--- src/rtl/bufg_gt_div_ctrl_if.sv ---
// ---------------------------------------------------------------------------
// bufg_gt_div_ctrl_if
// Request/status handshake between a requester and the BUFG_GT divide-ratio
// controller.
//   req_valid  requester -> controller  divide-change request
//   req_div    requester -> controller  requested DIV (0 = pass-through)
//   req_ready  controller -> requester  high only while the controller is idle
//   busy       controller -> requester  high whenever a sequence is running
//   done       controller -> requester  one-cycle completion pulse
//   err        controller -> requester  sticky ratio-check failure
// Modports: master = requester side, slave = controller side.
// ---------------------------------------------------------------------------
interface bufg_gt_div_ctrl_if;
  logic       req_valid;
  logic [2:0] req_div;
  logic       req_ready;
  logic       busy;
  logic       done;
  logic       err;

  modport master (
    output req_valid,
    output req_div,
    input  req_ready,
    input  busy,
    input  done,
    input  err
  );

  modport slave (
    input  req_valid,
    input  req_div,
    output req_ready,
    output busy,
    output done,
    output err
  );
endinterface

--- src/rtl/bufg_gt_div_ctrl.sv ---
// ---------------------------------------------------------------------------
// bufg_gt_div_ctrl
// Control-side initiator for a BUFG_GT divided clock buffer. Drives CE, CLR
// and DIV from the buffer's source clock and runs a safe ratio change:
// CE off -> CLR pulse carrying the new DIV -> CLR release -> CE on.
//
// Ports
//   clk     in   source clock (same net as the BUFG_GT I input)
//   CLR     in   asynchronous active-high reset
//   req     slave side of bufg_gt_div_ctrl_if (req_valid/req_div in,
//           req_ready/busy/done/err out)
//   gt_ce   out  BUFG_GT CE
//   gt_clr  out  BUFG_GT CLR
//   gt_div  out  BUFG_GT DIV
//   gt_o    in   BUFG_GT O fed back, used only by the ratio checker
//
// Optional feature: define BUFG_GT_RATIO_CHK_EN to enable the CHECK state,
// which measures the divided clock after each change and flags err on a
// wrong ratio or a missing clock. Without it gt_o is ignored and err is 0.
// ---------------------------------------------------------------------------
module bufg_gt_div_ctrl #(
  parameter int unsigned CE_OFF_CYC = 32'd4,
  parameter int unsigned CLR_CYC    = 32'd4,
  parameter int unsigned SETTLE_CYC = 32'd8,
  parameter int unsigned CHK_EDGES  = 32'd4,
  parameter logic [2:0]  RESET_DIV  = 3'd0
) (
  input  logic               clk,
  input  logic               CLR,
  bufg_gt_div_ctrl_if.slave  req,
  output logic               gt_ce,
  output logic               gt_clr,
  output logic [2:0]         gt_div,
  input  logic               gt_o
);

  function automatic int unsigned max2(input int unsigned a, input int unsigned b);
    return (a > b) ? a : b;
  endfunction

  localparam int unsigned MAX_CYC = max2(max2(CE_OFF_CYC, CLR_CYC), SETTLE_CYC);
  localparam int unsigned CNT_W   = $clog2(MAX_CYC + 32'd1);

  // Parameter legality, caught at elaboration.
  if (CE_OFF_CYC < 32'd3) begin : g_bad_ce_off
    $error("bufg_gt_div_ctrl: CE_OFF_CYC must be >= 3");
  end
  if (CLR_CYC < 32'd1) begin : g_bad_clr
    $error("bufg_gt_div_ctrl: CLR_CYC must be >= 1");
  end
  if (SETTLE_CYC < 32'd3) begin : g_bad_settle
    $error("bufg_gt_div_ctrl: SETTLE_CYC must be >= 3");
  end
  if ((CHK_EDGES < 32'd1) || (CHK_EDGES > 32'd15)) begin : g_bad_chk
    $error("bufg_gt_div_ctrl: CHK_EDGES must be in 1..15");
  end

`ifdef BUFG_GT_RATIO_CHK_EN
  typedef enum logic [2:0] {
    ST_INIT    = 3'd0,
    ST_IDLE    = 3'd1,
    ST_CE_OFF  = 3'd2,
    ST_CLR_ON  = 3'd3,
    ST_CLR_REL = 3'd4,
    ST_CE_ON   = 3'd5,
    ST_CHECK   = 3'd6
  } state_t;
`else
  typedef enum logic [2:0] {
    ST_INIT    = 3'd0,
    ST_IDLE    = 3'd1,
    ST_CE_OFF  = 3'd2,
    ST_CLR_ON  = 3'd3,
    ST_CLR_REL = 3'd4,
    ST_CE_ON   = 3'd5
  } state_t;
`endif

  state_t           state_r;
  logic [CNT_W-1:0] cnt_r;
  logic             gt_ce_r;
  logic             gt_clr_r;
  logic [2:0]       gt_div_r;
  logic [2:0]       new_div_r;
  logic             req_ready_r;
  logic             busy_r;
  logic             done_pend_r;   // completion seen; done shows one cycle later
  logic             done_r;
  logic             err_r;
  logic             init_seq_r;    // running the post-reset sequence: no done pulse

`ifdef BUFG_GT_RATIO_CHK_EN
  logic       gto_q_r;     // gt_o sampled at posedge clk
  logic       gto_qq_r;    // previous sample, for rising-edge detection
  logic       chk_seen_r;  // first rising edge seen, intervals start counting
  logic [5:0] chk_int_r;   // cycles since last rising edge (or CHECK entry)
  logic [3:0] chk_cnt_r;   // intervals already measured correctly
  logic       rise_s;
  logic [5:0] period_s;
  logic [5:0] limit_s;

  assign rise_s   = gto_q_r & ~gto_qq_r;
  assign period_s = {3'b000, gt_div_r} + 6'd1;
  // No edge within two periods plus margin means the buffer is not toggling.
  assign limit_s  = {period_s[4:0], 1'b0} + 6'd4;

  // Sample the fed-back divided clock on the source clock.
  always_ff @(posedge clk or posedge CLR) begin
    if (CLR) begin
      gto_q_r  <= 1'b0;
      gto_qq_r <= 1'b0;
    end else begin
      gto_q_r  <= gt_o;
      gto_qq_r <= gto_q_r;
    end
  end
`else
  logic unused_gt_o_s;
  assign unused_gt_o_s = gt_o;
`endif

  // Sequencer: state, shared cycle counter and all registered outputs.
  always_ff @(posedge clk or posedge CLR) begin
    if (CLR) begin
      state_r     <= ST_INIT;
      cnt_r       <= CNT_W'(CLR_CYC - 32'd1);
      gt_ce_r     <= 1'b0;
      gt_clr_r    <= 1'b1;
      gt_div_r    <= RESET_DIV;
      new_div_r   <= RESET_DIV;
      req_ready_r <= 1'b0;
      busy_r      <= 1'b1;
      done_pend_r <= 1'b0;
      done_r      <= 1'b0;
      err_r       <= 1'b0;
      init_seq_r  <= 1'b1;
`ifdef BUFG_GT_RATIO_CHK_EN
      chk_seen_r  <= 1'b0;
      chk_int_r   <= 6'd0;
      chk_cnt_r   <= 4'd0;
`endif
    end else begin
      done_r      <= done_pend_r;
      done_pend_r <= 1'b0;
      case (state_r)
        // INIT runs exactly like CLR_ON; only init_seq_r tells them apart.
        ST_INIT, ST_CLR_ON: begin
          if (cnt_r == '0) begin
            state_r  <= ST_CLR_REL;
            gt_clr_r <= 1'b0;
            cnt_r    <= CNT_W'(SETTLE_CYC - 32'd1);
          end else begin
            cnt_r <= cnt_r - CNT_W'(1);
          end
        end

        ST_IDLE: begin
          if (req.req_valid && req_ready_r) begin
            err_r     <= 1'b0;
            new_div_r <= req.req_div;
            if (req.req_div == gt_div_r) begin
              // Nothing to change on the buffer; just acknowledge.
              done_pend_r <= 1'b1;
            end else begin
              state_r     <= ST_CE_OFF;
              gt_ce_r     <= 1'b0;
              req_ready_r <= 1'b0;
              busy_r      <= 1'b1;
              cnt_r       <= CNT_W'(CE_OFF_CYC - 32'd1);
            end
          end else begin
            state_r <= ST_IDLE;
          end
        end

        ST_CE_OFF: begin
          if (cnt_r == '0) begin
            // DIV is only ever updated here: CE already low, CLR rising.
            state_r  <= ST_CLR_ON;
            gt_clr_r <= 1'b1;
            gt_div_r <= new_div_r;
            cnt_r    <= CNT_W'(CLR_CYC - 32'd1);
          end else begin
            cnt_r <= cnt_r - CNT_W'(1);
          end
        end

        ST_CLR_REL: begin
          if (cnt_r == '0) begin
            state_r <= ST_CE_ON;
            gt_ce_r <= 1'b1;
          end else begin
            cnt_r <= cnt_r - CNT_W'(1);
          end
        end

        ST_CE_ON: begin
`ifdef BUFG_GT_RATIO_CHK_EN
          if (!init_seq_r && (gt_div_r != 3'd0)) begin
            state_r    <= ST_CHECK;
            chk_seen_r <= 1'b0;
            chk_int_r  <= 6'd1;
            chk_cnt_r  <= 4'd0;
          end else begin
            state_r     <= ST_IDLE;
            req_ready_r <= 1'b1;
            busy_r      <= 1'b0;
            done_pend_r <= ~init_seq_r;
            init_seq_r  <= 1'b0;
          end
`else
          state_r     <= ST_IDLE;
          req_ready_r <= 1'b1;
          busy_r      <= 1'b0;
          done_pend_r <= ~init_seq_r;
          init_seq_r  <= 1'b0;
`endif
        end

`ifdef BUFG_GT_RATIO_CHK_EN
        ST_CHECK: begin
          if (rise_s) begin
            if (!chk_seen_r) begin
              chk_seen_r <= 1'b1;
              chk_int_r  <= 6'd1;
            end else if (chk_int_r != period_s) begin
              err_r       <= 1'b1;
              state_r     <= ST_IDLE;
              req_ready_r <= 1'b1;
              busy_r      <= 1'b0;
              done_pend_r <= 1'b1;
            end else if (chk_cnt_r == 4'(CHK_EDGES - 32'd1)) begin
              state_r     <= ST_IDLE;
              req_ready_r <= 1'b1;
              busy_r      <= 1'b0;
              done_pend_r <= 1'b1;
            end else begin
              chk_cnt_r <= chk_cnt_r + 4'd1;
              chk_int_r <= 6'd1;
            end
          end else if (chk_int_r >= limit_s) begin
            err_r       <= 1'b1;
            state_r     <= ST_IDLE;
            req_ready_r <= 1'b1;
            busy_r      <= 1'b0;
            done_pend_r <= 1'b1;
          end else begin
            chk_int_r <= chk_int_r + 6'd1;
          end
        end
`endif

        default: begin
          // Unreachable encoding: fall back to the safe post-reset sequence.
          state_r     <= ST_INIT;
          cnt_r       <= CNT_W'(CLR_CYC - 32'd1);
          gt_ce_r     <= 1'b0;
          gt_clr_r    <= 1'b1;
          req_ready_r <= 1'b0;
          busy_r      <= 1'b1;
          init_seq_r  <= 1'b1;
        end
      endcase
    end
  end

  assign gt_ce         = gt_ce_r;
  assign gt_clr        = gt_clr_r;
  assign gt_div        = gt_div_r;
  assign req.req_ready = req_ready_r;
  assign req.busy      = busy_r;
  assign req.done      = done_r;
  assign req.err       = err_r;

endmodule

--- src/flat_wrapper.sv ---
// flat-port wrapper written by rule: the top's interface ports become plain ports
module bufg_gt_div_ctrl_flat 
#(
  parameter int unsigned CE_OFF_CYC = 32'd4,
  parameter int unsigned CLR_CYC    = 32'd4,
  parameter int unsigned SETTLE_CYC = 32'd8,
  parameter int unsigned CHK_EDGES  = 32'd4,
  parameter logic [2:0]  RESET_DIV  = 3'd0
)
  (clk, CLR, gt_ce, gt_clr, gt_div, gt_o, req_req_valid, req_req_div, req_req_ready, req_busy, req_done, req_err);
  bufg_gt_div_ctrl_if req_i ();
  input  logic clk;
  input  logic CLR;
  output logic gt_ce;
  output logic gt_clr;
  output logic [2:0] gt_div;
  input  logic gt_o;
  input wire logic [$bits(req_i.req_valid)-1:0] req_req_valid;
  input wire logic [$bits(req_i.req_div)-1:0] req_req_div;
  output wire logic [$bits(req_i.req_ready)-1:0] req_req_ready;
  output wire logic [$bits(req_i.busy)-1:0] req_busy;
  output wire logic [$bits(req_i.done)-1:0] req_done;
  output wire logic [$bits(req_i.err)-1:0] req_err;
  assign req_i.req_valid = req_req_valid;
  assign req_i.req_div = req_req_div;
  assign req_req_ready = req_i.req_ready;
  assign req_busy = req_i.busy;
  assign req_done = req_i.done;
  assign req_err = req_i.err;
  bufg_gt_div_ctrl #(.CE_OFF_CYC(CE_OFF_CYC), .CLR_CYC(CLR_CYC), .SETTLE_CYC(SETTLE_CYC), .CHK_EDGES(CHK_EDGES), .RESET_DIV(RESET_DIV)) u_core (.clk(clk), .CLR(CLR), .req(req_i), .gt_ce(gt_ce), .gt_clr(gt_clr), .gt_div(gt_div), .gt_o(gt_o));
endmodule
--- config.mk ---
export PLATFORM = sky130hd
export DESIGN_NAME = bufg_gt_div_ctrl_flat
export DESIGN_NICKNAME = d
export VERILOG_FILES = /design/src/rtl/bufg_gt_div_ctrl_if.sv /design/src/rtl/bufg_gt_div_ctrl.sv /design/src/flat_wrapper.sv
export SDC_FILE = /design/constraint.sdc
export NUM_CORES = 1
export LEC_CHECK = 0
export CAP_MARGIN = 25
export CORE_MARGIN = 8
export CORE_UTILIZATION = 50
export DETAILED_ROUTE_END_ITERATION = 8
export HOLD_SLACK_MARGIN = 0.02
export PLACE_DENSITY = 0.83
export SETUP_SLACK_MARGIN = 0.02
export SLEW_MARGIN = 0
export SYNTH_ARGS = -nofsm -noshare
export SYNTH_HDL_FRONTEND = slang
export SYNTH_SLANG_ARGS = --single-unit
--- constraint.sdc ---
create_clock -name clk -period 2.4 [get_ports clk]
set_clock_uncertainty 0.05 [all_clocks]
set_input_delay 0.48 -clock clk [delete_from_list [all_inputs] [get_ports clk]]
set_output_delay 0.48 -clock clk [all_outputs]
set_load 0.02 [all_outputs]
==> flow_summary.json, run 1 <==
{
  "area_growth_syn_to_layout_pct": 17.49,
  "cts_buffers": 3,
  "relSlewSlack_pct": 50.95,
  "slew_violations": 0,
  "holdPathStages": 0,
  "powerDensity_nw_per_um2": 432.5,
  "status": "finished clean",
  "drive_above_1_share_pct": 23.89,
  "cp-end-kind": "flop",
  "syn_inst": 99,
  "grt_max_degree": 21,
  "nets": 123,
  "grt_usage_pct": 11.16,
  "dp.cells": 137,
  "core_sq_um": 2127,
  "yosys-top-cells-area": "dfrtp_1, dfstp_2, mux2_2, nand2_1, inv_1",
  "fin_crit_sh_pct": 82.66,
  "cts_tree": "built",
  "synth_common_cells": "dfrtp_1, nand2_1, inv_1, mux2_2, dfstp_2",
  "syn_avg_cell_area_sq_um": 10.98,
  "antenna_found_initial": 0,
  "routed_wl_um": 2112,
  "hold_buffers": 0,
  "io_pins": 16,
  "die_w_um": 62.63,
  "syn_area_sq_um": 1087,
  "finalCriticalPeriod_ps": 1984,
  "worstHoldStart": "u_core.done_pend_r",
  "die_area_sq_um": 3923,
  "vias": 787,
  "p_leak_uw": 0.0005586,
  "totalNegativeSetupSlack_ps": 0,
  "hp-class": "flop to flop",
  "clk_path_buf_depth": 2,
  "ir_worst_vdd_uv": 293.0,
  "gp_congestion": 0.8235,
  "grt_pass1_wl_um": 3650,
  "dr.pass1.iters": 2,
  "antennaDiodeCount": 0,
  "die_h_um": 62.63,
  "post_cts_buffers": 0,
  "maxCapViolCount": 0,
  "synth_edf_count": 0,
  "io_buffers": 13,
  "drtIter0Drc": 28,
  "max_slew.worst_pin.slew_ps": 734.9,
  "rsz0062_at_grt": "false",
  "grt_pass1_vias": 791,
  "critical_path_class": "flop to flop",
  "synth_nets": 108,
  "ys_seq_elements": 20,
  "avgViaCountPerCell": 5.582,
  "cts_max_level": 1,
  "synth_flop_cell": "dfrtp_1",
  "reg2regPathDepth": 6,
  "cp_max_fo": 9,
  "arrival_ps": 2170,
  "final-setup-viol-count": 0,
  "finalNonFillerCells": 141,
  "yosysMostFrequentCell": "dfrtp_1",
  "ys.warnings.count": 0,
  "hold_viol": 0,
  "ant_nets": 0,
  "r2r-start": "u_core.cnt_r[0]",
  "yosysSeqAreaShare_pct": 46.61,
  "synth_top_area_share_pct": 34.52,
  "cts.clk_slew.worst_paths_ps": 110,
  "synth_top_cell_by_area": "dfrtp_1",
  "start_util_pct": 51.12,
  "fillers": 185,
  "startpoint": "u_core.cnt_r[0]",
  "post_drt_wl_per_cell_um": 14.98,
  "cts_sinks": 20,
  "synth_cell_type_count": 45,
  "max_freq_mhz": 504.1,
  "grt-ovfl-total": 0,
  "crit_required_ps": 2580,
  "drc_errors": 0,
  "clk_latency_ps": 300,
  "worst_setup_path_start_kind": "flop",
  "dp_hpwl_um": 1555,
  "rows": 17,
  "async_reset_ff_share_pct": 100.0,
  "cts_root_buffer": "clkbuf_4",
  "ctsResizeCount": 0
}
-- layout make-up --
| class | count | area [sq um] | area share, % |
|---|---|---|---|
| clock buffers | 4 | 36.28 | 2.840 |
| inverters | 7 | 26.28 | 2.057 |
| multi-input cells | 67 | 528.0 | 41.33 |
| flip-flops and latches | 20 | 506.7 | 39.67 |
| well taps | 28 | 35.03 | 2.742 |
| repair buffers | 15 | 145.1 | 11.36 |
-- worst max-delay path, stage by stage (launching register included) --
cell and delay, ps:
dfstp_2 390, inv_1 100, ha_1 180, nor3b_4 380, nand2_1 210, o221ai_4 280
mux2_4 320
-- cell families after synthesis --
family | Yosys count | share of synthesized area (%)
xor+xnor | 5 | 4.028
compound gates | 23 | 18.53
mux | 7 | 7.594
fa+ha+maj | 2 | 2.301
simple gates | 29 | 15.77
other cells | 1 | 0.3449
buf+inv | 12 | 4.833
flops | 20 | 46.61
-- per-stage QoR --
stage	hold slack (ps)	instance area (sq um)	util, %	power (uW)	worst slack, ps
after floorplan	281.2	1087	-	356.1	656.7
after global placement	283.6	1241	58.35	366.4	205.2
after detailed placement	286.3	1241	58.35	366.7	201.7
after CTS	312.5	1277	60.06	560.2	411.8
after global routing	323.7	1277	60.06	575.2	302.8
final	308.6	1277	60.06	552.6	416.2
-- cell usage in the layout, fill, tap and decap left out, types with 2 or more instances in the layout --
cell type,instances
ha_1,2
dfrtp_1,15
nor3_1,2
buf_4,2
mux2_2,6
nand2b_1,3
xnor2_1,2
clkdlybuf4s50_1,13
o21ai_0,4
a32oi_1,2
inv_1,7
dfstp_2,5
xor2_1,3
nand2_1,10
clkbuf_4,3
nor2_1,4
-- flip-flops by register name (all words and copies together) (netlist names), 3 cells and up --
name and flops:
u_core.state_r 3, u_core.gt_div 3, u_core.cnt_r 4, u_core.new_div_r 3
-- report_power, final --
group	total (uW)	internal [uW]	switching, uW
Sequential	337	337	0
Clock	192	92.4	99.9
Combinational	22.9	9.61	13.3
-- routing by layer --
metal  GRT usage (%)  routed length [um]  up-vias
li1                -                   -      386
met1           12.61                 911      385
met2           19.28                1095       14
met3           3.763                  98        2
met4           3.419                   6        0
met5               0                   0        -
-- worst paths after layout --
kind,to,slack [ps]
worst min-delay path,u_core.req.done,310
worst max-delay path,u_core.cnt_r[1],420
min in group asynchronous,u_core.gt_div[0],540
worst min register to register,u_core.req.done,310
worst max register to register,u_core.cnt_r[1],420
max in group asynchronous,u_core.done_pend_r,1290
No activity file was read; power rests on OpenSTA's default activity.
==> run 2, diff against run 1 <==
==> constraint.sdc (replaced) <==
create_clock -name clk -period 2.05 [get_ports clk]
set_clock_uncertainty 0.05 [all_clocks]
set_input_delay 0.41 -clock clk [delete_from_list [all_inputs] [get_ports clk]]
set_output_delay 0.41 -clock clk [all_outputs]
set_load 0.02 [all_outputs]
==> run 2 against run 1 <==
Utilization rose by 2.5 points; count of clock-buffer cells in the layout stayed put; maximum frequency grew 1.8%; non-clock buffer count rose by 7; register-to-register slack worse by 320 ps; final cell count grew 5.0%; critical path type unchanged; setup slack worse by 320 ps; critical endpoint is now u_core.cnt_r[3]; hold slack improved by 0.56 ps; sequential share of layout area decreased by 1.6 points; power up 20%; sequential power up 17%; via count rose by 2.2%.
==> flow_summary.json, run 2 (synthesis gave the netlist of run 1 again) <==
{
  "status": "finished clean",
  "slew_violations": 0,
  "r2r_end": "u_core.cnt_r[3]",
  "ant_nets": 0,
  "die_w_um": 62.63,
  "totalNegativeSetupSlack_ps": 0,
  "cts_root_buffer": "clkbuf_4",
  "hold_viol": 0,
  "grt_pass1_wl_um": 3836,
  "largest_reg_flops": 4,
  "cp-end-kind": "flop",
  "rsz0062_at_grt": "false",
  "cts.clk_slew.worst_paths_ps": 120,
  "layout_setup_ws_ps": 101.2,
  "hold_buffers": 0,
  "grt_max_degree": 21,
  "crit_chain": "inv_1 -> ha_1 -> nor3b_4 -> nand2_1 -> o221ai_4 -> buf_4 -> a211o_2",
  "whs_ps": 309.2,
  "avgViaCountPerCell": 5.432,
  "r2r-start": "u_core.cnt_r[0]",
  "grt_usage_pct": 11.90,
  "die_area_sq_um": 3923,
  "clk_latency_ps": 300,
  "cp.depth": 7,
  "cts_tree": "built",
  "hp-class": "flop to flop",
  "dp_hpwl_um": 1706,
  "max_freq_mhz": 513.1,
  "crit_family": "flip-flops",
  "cp_max_fo": 4,
  "drc_errors": 0,
  "antennaDiodeCount": 0,
  "start_util_pct": 51.12,
  "ir_worst_vdd_uv": 386.5,
  "layout_commonest_cell": "dfrtp_1",
  "cts_max_level": 1,
  "arrival_ps": 2090,
  "dr.pass1.iters": 4,
  "rows": 17,
  "fin_crit_sh_pct": 95.06,
  "top_register": "u_core.cnt_r",
  "slowest_delay_ps": 550,
  "cpMaxStageDelayCell": "dfstp_2",
  "final-setup-viol-count": 0,
  "area_growth_syn_to_layout_pct": 22.32,
  "routed_wl_um": 2214,
  "crit_required_ps": 2190,
  "critical_path_class": "flop to flop",
  "finalCriticalPeriod_ps": 1949,
  "die_h_um": 62.63,
  "worst_setup_path_start_kind": "flop",
  "clk_path_buf_depth": 2,
  "cts_buffers": 3,
  "critPathCapture": "u_core.cnt_r[3]",
  "critical_path_buf_inv_count": 2,
  "powerDensity_nw_per_um2": 496.5,
  "grt_pass1_vias": 868,
  "ff2ff_setup_slack_ps": 100,
  "maxCapViolCount": 0,
  "antenna_found_initial": 0,
  "cts_sinks": 20,
  "ctsResizeCount": 0,
  "grt-ovfl-total": 0,
  "gp_congestion": 0.8186,
  "drtIter0Drc": 12,
  "reg2regPathDepth": 7,
  "startpoint": "u_core.cnt_r[0]",
  "p_leak_uw": 0.0005915,
  "vias": 804,
  "pre_cts_slack_ps": -63.00,
  "io_buffers": 13,
  "nets": 130,
  "post_drt_wl_per_cell_um": 14.96,
  "layout_common_cells": "dfrtp_1, clkdlybuf4s50_1, nand2_1, buf_4, inv_1",
  "final_util_pct": 62.53,
  "drive_above_1_share_pct": 28.33,
  "io_pins": 16,
  "core_sq_um": 2127,
  "post_cts_buffers": 0
}
-- run 2: worst min path at each step --
stage | startpoint | end | cells after the start
3_5_place_dp | u_core.done_pend_r | u_core.req.done | 0
6_report | u_core.done_pend_r | u_core.req.done | 0
3_3_place_gp | u_core.done_pend_r | u_core.req.done | 0
2_1_floorplan | u_core.done_pend_r | u_core.req.done | 0
4_1_cts | u_core.done_pend_r | u_core.req.done | 0
5_1_grt | u_core.done_pend_r | u_core.req.done | 0
-- run 2: through the flow --
stage	instances	cell area, sq um	total power [uW]
4_1_cts	148	1330	665.5
5_1_grt	148	1330	686.0
2_1_floorplan	99	1087	416.9
3_3_place_gp	144	1294	434.3
6_report	148	1330	660.4
3_5_place_dp	144	1294	435.9
-- run 2: area by class of cell --
cell class / instances / area, sq um
fillers: 186 / 797.0
multi-input cells: 67 / 528.0
flip-flops and latches: 20 / 506.7
repair buffers: 22 / 197.7
clock buffers: 4 / 36.28
well taps: 28 / 35.03
inverters: 7 / 26.28
-- run 2: metal layers --
layer,vias up,track usage (%),part of all wire [%]
li1,399,-,-
met1,389,12.39,41
met2,14,21.47,53
met3,2,3.584,4.9
met4,0,5.128,0.59
met5,-,0,0
-- run 2: where the power goes --
group	switching [uW]	total, uW	leakage [uW]	internal (uW)
Clock	124	232	0.0000210	108
Combinational	17.4	33.5	0.000319	16.1
Sequential	0	395	0.000251	395
